## config.mk

```make
export PLATFORM = sky130hd
export DESIGN_NAME = pcc_seq_ctrl
export DESIGN_NICKNAME = d
export VERILOG_FILES = /design/src/rtl/pcc_seq_ctrl.sv
export SDC_FILE = /design/constraint.sdc
export NUM_CORES = 1
export LEC_CHECK = 0
export ABC_AREA = 1
export BUFFER_PORTS_ARGS = -buffer_cell sky130_fd_sc_hd__buf_2
export CAP_MARGIN = 10
export CORE_ASPECT_RATIO = 1.5
export CORE_UTILIZATION = 58
export DETAILED_ROUTE_END_ITERATION = 16
export PLACE_DENSITY_LB_ADDON = 0.08
export SLEW_MARGIN = 20
export SYNTH_ARGS = -nofsm -noshare
export SYNTH_HDL_FRONTEND = slang
export SYNTH_SLANG_ARGS = --single-unit
export TNS_END_PERCENT = 20
```

## constraint.sdc

```tcl
create_clock -name clk -period 5.7 [get_ports clk]
set_input_delay 0.57 -clock clk [delete_from_list [all_inputs] [get_ports clk]]
set_output_delay 0.57 -clock clk [all_outputs]
set_load 0.01 [all_outputs]
```

## src/rtl/pcc_seq_ctrl.sv

```systemverilog
// pcc_seq_ctrl: sequencer for a time-multiplexed popcount comparator.
// Streams a pos/neg vector pair CHUNK bits per cycle through a popcount slice
// pair, accumulates both counts and reports outval = (cnt_pos >= cnt_neg).
// Optional feature macro: PCC_EARLY_TERM_EN. When it is defined, RUN stops as
// soon as the remaining bits can no longer change the vote.

// Popcount of one CHUNK-wide slice, zero-extended to the accumulator width.
module pcc_popcnt_slice #(
    parameter int CHUNK = 2,
    parameter int CW    = 5
) (
    input  logic [CHUNK-1:0] bits,
    output logic [CW-1:0]    cnt
);
    // Adder chain over the slice bits.
    always_comb begin
        cnt = '0;
        for (int i = 0; i < CHUNK; i++) cnt = cnt + CW'(bits[i]);
    end
endmodule

module pcc_seq_ctrl #(
    parameter  int N_BITS = 16,
    parameter  int CHUNK  = 2,
    localparam int CW     = $clog2(N_BITS + 1)
) (
    input  logic              clk,
    input  logic              rst,
    input  logic              in_valid,
    output logic              in_ready,
    input  logic [N_BITS-1:0] pos,
    input  logic [N_BITS-1:0] neg,
    output logic              out_valid,
    input  logic              out_ready,
    output logic              outval,
    output logic [CW-1:0]     cnt_pos,
    output logic [CW-1:0]     cnt_neg
);
    localparam int BEATS = N_BITS / CHUNK;
    localparam int BW    = (BEATS > 1) ? $clog2(BEATS) : 1;

    typedef enum logic [1:0] {S_IDLE, S_RUN, S_DONE} state_t;

    state_t                 state;
    logic [N_BITS-1:0]      sh_pos, sh_neg;
    logic [BW-1:0]          beat;
    logic [1:0][CHUNK-1:0]  slice_in;
    logic [1:0][CW-1:0]     slice_cnt;
    logic [CW-1:0]          nxt_pos, nxt_neg;
    logic                   decided;

    // Lane 0 counts pos, lane 1 counts neg; both see the low chunk of their shift reg.
    assign slice_in[0] = sh_pos[CHUNK-1:0];
    assign slice_in[1] = sh_neg[CHUNK-1:0];

    for (genvar g = 0; g < 2; g++) begin : g_slice
        pcc_popcnt_slice #(.CHUNK(CHUNK), .CW(CW)) u_slice (
            .bits (slice_in[g]),
            .cnt  (slice_cnt[g])
        );
    end

    // Accumulator values after this beat's chunk is added.
    always_comb begin
        nxt_pos = cnt_pos + slice_cnt[0];
        nxt_neg = cnt_neg + slice_cnt[1];
    end

`ifdef PCC_EARLY_TERM_EN
    logic [CW:0] remain;
    // Vote is settled once the unconsumed bits cannot flip it; remain is 0 on the last beat.
    always_comb begin
        remain  = (CW+1)'(N_BITS - CHUNK) - (CW+1)'(beat) * (CW+1)'(CHUNK);
        decided = ({1'b0, nxt_pos} >= {1'b0, nxt_neg} + remain) ||
                  ({1'b0, nxt_pos} + remain < {1'b0, nxt_neg});
    end
`else
    // Full run: finish only after the last beat.
    always_comb decided = (beat == BW'(BEATS - 1));
`endif

    // Control FSM with registered handshake and result outputs.
    always_ff @(posedge clk) begin
        if (rst) begin
            state     <= S_IDLE;
            in_ready  <= 1'b1;
            out_valid <= 1'b0;
            outval    <= 1'b0;
            cnt_pos   <= '0;
            cnt_neg   <= '0;
            sh_pos    <= '0;
            sh_neg    <= '0;
            beat      <= '0;
        end else begin
            case (state)
                S_IDLE: begin
                    if (in_valid) begin
                        sh_pos   <= pos;
                        sh_neg   <= neg;
                        cnt_pos  <= '0;
                        cnt_neg  <= '0;
                        beat     <= '0;
                        outval   <= 1'b1;   // cleared counts tie 0/0
                        in_ready <= 1'b0;
                        state    <= S_RUN;
                    end
                end
                S_RUN: begin
                    cnt_pos <= nxt_pos;
                    cnt_neg <= nxt_neg;
                    outval  <= (nxt_pos >= nxt_neg);
                    sh_pos  <= sh_pos >> CHUNK;
                    sh_neg  <= sh_neg >> CHUNK;
                    beat    <= beat + BW'(1);
                    if (decided) begin
                        out_valid <= 1'b1;
                        state     <= S_DONE;
                    end
                end
                S_DONE: begin
                    if (out_ready) begin
                        out_valid <= 1'b0;
                        in_ready  <= 1'b1;
                        state     <= S_IDLE;
                    end
                end
                default: begin
                    out_valid <= 1'b0;
                    in_ready  <= 1'b1;
                    state     <= S_IDLE;
                end
            endcase
        end
    end
endmodule

```

==> flow_metrics.env <==
export IMPL_yosys_area_top_type_share_pct=41.3
export IMPL_power_per_cell_area_mw_per_mm2=292
export IMPL_final_cell_mix="sky130_fd_sc_hd__nand2_1, sky130_fd_sc_hd__dfxtp_1, sky130_fd_sc_hd__buf_2"
export IMPL_chain_of_cells_forming_the_critical_path="ha_1 -> ha_1 -> fa_1 -> nand3_1 -> nand2_1 -> and2_1 -> ha_1 -> nand2_1 -> nor3b_1 -> a21oi_1"
export IMPL_grt_setup_unrepaired="false"
export IMPL_root_buffer="sky130_fd_sc_hd__clkbuf_8"
export IMPL_final_layout_size_suffix_gt1_share_pct=18.7
export IMPL_max_slew_worst_pin_slew_ns=0.767
export IMPL_run_status="finished, final reports clean"
export IMPL_utilization_pct=67.9
export IMPL_fmax_mhz=428
export IMPL_finalSetupViolCount=0
export IMPL_grt_overflow=0
export IMPL_cell_occurring_most_often_along_the_worst_timing_path="sky130_fd_sc_hd__ha_1"
export IMPL_post_cts_setup_buffer_count=0
export IMPL_synthFlopType="sky130_fd_sc_hd__dfxtp_1"
export IMPL_synthCells=312
export IMPL_antenna_cells_inserted=0
export IMPL_firstDrtPassIters=4
export IMPL_crit_slowest_cell="sky130_fd_sc_hd__fa_1"
export IMPL_route_detailed_wl_per_inst_um=12.7
export IMPL_synth_warnings=0
export IMPL_drv_max_cap_violation_count=0
export IMPL_synthToLayoutAreaGrowth_pct=10.8
export IMPL_floorplan_die_height_um=81.2
export IMPL_gp_congestion=0.719
export IMPL_layout_commonest_cell="sky130_fd_sc_hd__nand2_1"
export IMPL_drtAntennaViolNets=0
export IMPL_synth_edff_count=0
export IMPL_initial_antenna_violation_count=0
export IMPL_fin_tns_setup_ns=0
export IMPL_timing_hold_worst_class="reg -> reg"
export IMPL_tritoncts_num_sinks=50
export IMPL_synth_sequential_area_ratio_pct=41.3
export IMPL_setup_worst_path_end_class="flip-flop"
export IMPL_setup_reg_to_reg_worst_slack_ns=3.36
export IMPL_design_portCount=49
export IMPL_floorplan_rows=28
export IMPL_cp_data_arrival_time_ns=2.54
export IMPL_cts_repair_resize_count=0
export IMPL_postSynthAreaPerCell_sq_um=7.77
export IMPL_clock_tree_htree_level_count=2
export IMPL_worst_hold_slack_ns=0.455
export IMPL_detail_route_wirelength_um=4980
export IMPL_tritoncts="yes"
export IMPL_drtIter0Drc=64
export IMPL_first_global_vias=1814
export IMPL_power_static_leakage_nw=1.24
export IMPL_timing_worst_setup_path_type="reg -> reg"
export IMPL_coreArea_sq_mm=0.00396
export IMPL_layout_min_cycle_time_ns=2.34
export IMPL_io_buffers=48
export IMPL_cp_required_ns=5.90
export IMPL_postSynthNetCount=363
export IMPL_yosys_cell_types_count=28
export IMPL_final_max_slew_violation_count=0
export IMPL_worst_skew_pair_late_latency_ns=0.30
export IMPL_timing_max_slew_rel_slack_pct=48.8
export IMPL_detail_route_vias_per_cell=5.56
export IMPL_hold_viol_final=0
export IMPL_grtUsageTotal_pct=23.4
export IMPL_synth_top_cells_by_area="sky130_fd_sc_hd__dfxtp_1, sky130_fd_sc_hd__a21oi_1, sky130_fd_sc_hd__o21ai_0"
export IMPL_timing_critical_path_slowest_cell_delay_ns=0.45
export IMPL_hold_buffers=0
export IMPL_design_power_total_mw=0.784
export IMPL_synth_area_sq_mm=0.00242
export IMPL_netlist_top_cell_by_area="sky130_fd_sc_hd__dfxtp_1"
export IMPL_grt_start_max_net_pins=60
export IMPL_path_max_fanout=3
export IMPL_route_detailed_drc=0
export IMPL_synth_async_reset_ratio_pct=0
export IMPL_finClkSkew_ns=0.00556
export IMPL_fillCellCount=362
export IMPL_clkSlewWorstSetupHoldPaths_ns=0.09
export IMPL_synthesized_flop_and_latch_total=50
export IMPL_worst_setup_path_start_kind="flip-flop"
export IMPL_dieWidth_um=54.8
export IMPL_clock_buffer_depth=2
export IMPL_first_pass_grt_wire_length_um=7620
export IMPL_peakVddDrop_mv=0.279
export IMPL_post_dp_hpwl_um=3440
export IMPL_cts_made_buffers=5
export IMPL_fp_dieArea_sq_mm=0.00445
export IMPL_finalCritPeriodShare_pct=41.0
export IMPL_num_nets_final=397
export IMPL_start_util_pct=61.3
export IMPL_vias=2180
==> flip-flops by register name, summed over array words and instances (netlist names) <==
register	count
sh_pos	16
out_valid	1
state	2
sh_neg	16
in_ready	1
cnt_neg	5
beat	3
cnt_pos	5
outval	1
==> kinds of logic (layout without fill, tap and decap cells) <==
kind of cell	after synthesis	after routing	synth area share, %
AOI/OAI and AO/OA	109	109	23.7
buffers and inverters	51	86	9.80
muxes	1	1	0.413
xor gates and xnor gates	1	1	0.361
DFF	50	50	41.3
adders and majority gates	15	15	8.36
and+or+nand+nor	85	85	16.0
==> final timing paths <==
| kind | startpoint | endpoint | cells after the start |
|---|---|---|---|
| max | sh_pos[0] | outval | 10 |
| min | in_ready | in_ready | 2 |
| max reg2reg | sh_pos[0] | outval | 10 |
| min reg2reg | in_ready | in_ready | 2 |
==> area by class of cell <==
type	count	area, sq um	share of cell area (%)
Timing Repair Buffer	48	240	8.94
Multi-Input combinational cell	211	1190	44.1
Clock buffer	7	86.3	3.21
Clock inverter	1	5.00	0.186
Inverter	30	113	4.19
Sequential cell	50	1000	37.2
Tap cell	45	56.3	2.09
==> cells in the mapped netlist (2+ instances only) <==
cell and instances:
sky130_fd_sc_hd__fa_1 2, sky130_fd_sc_hd__inv_1 27, sky130_fd_sc_hd__dfxtp_1 50, sky130_fd_sc_hd__o21ai_0 40, sky130_fd_sc_hd__nor2_1 4, sky130_fd_sc_hd__nand4_1 2
sky130_fd_sc_hd__inv_2 3, sky130_fd_sc_hd__clkbuf_1 6, sky130_fd_sc_hd__buf_2 9, sky130_fd_sc_hd__nand2_1 53, sky130_fd_sc_hd__a21oi_1 47, sky130_fd_sc_hd__buf_6 4
sky130_fd_sc_hd__or2_2 2, sky130_fd_sc_hd__and2_1 2, sky130_fd_sc_hd__nand2_4 3, sky130_fd_sc_hd__nand3_1 16, sky130_fd_sc_hd__o22ai_1 19, sky130_fd_sc_hd__ha_1 13
==> worst max-delay path: cells and delay by family, from the launching register on <==
kind	cells	cell delay, ns
DFF	1	0.32
adders and majority gates	4	1.26
AOI/OAI and AO/OA	1	0.09
and+or+nand+nor	5	0.57
==> layer usage <==
metal / part of all wire [%] / wire [um] / global-route usage (%)
met5: 0 / 0 / 0
met3: 3.0 / 148 / 4.12
met4: 1.6 / 81 / 8.46
met1: 44 / 2190 / 27.2
met2: 52 / 2570 / 40.8
==> report_power, final <==
group | leakage, nW | internal, mW | switching (mW)
combinational | 0.784 | 0.0597 | 0.101
clock | 0.0482 | 0.0982 | 0.118
sequential | 0.412 | 0.388 | 0.0205
total | 1.24 | 0.546 | 0.239
==> per-stage QoR <==
stage | cells | worst slack (ns) | instance area [sq um]
5_1_grt | 392 | 3.21 | 2690
2_1_floorplan | 312 | 3.49 | 2420
3_5_place_dp | 384 | 3.37 | 2600
3_3_place_gp | 384 | 3.44 | 2600
6_report | 392 | 3.36 | 2690
4_1_cts | 392 | 3.35 | 2690
Note: power is estimated with default switching activity, not from simulation.
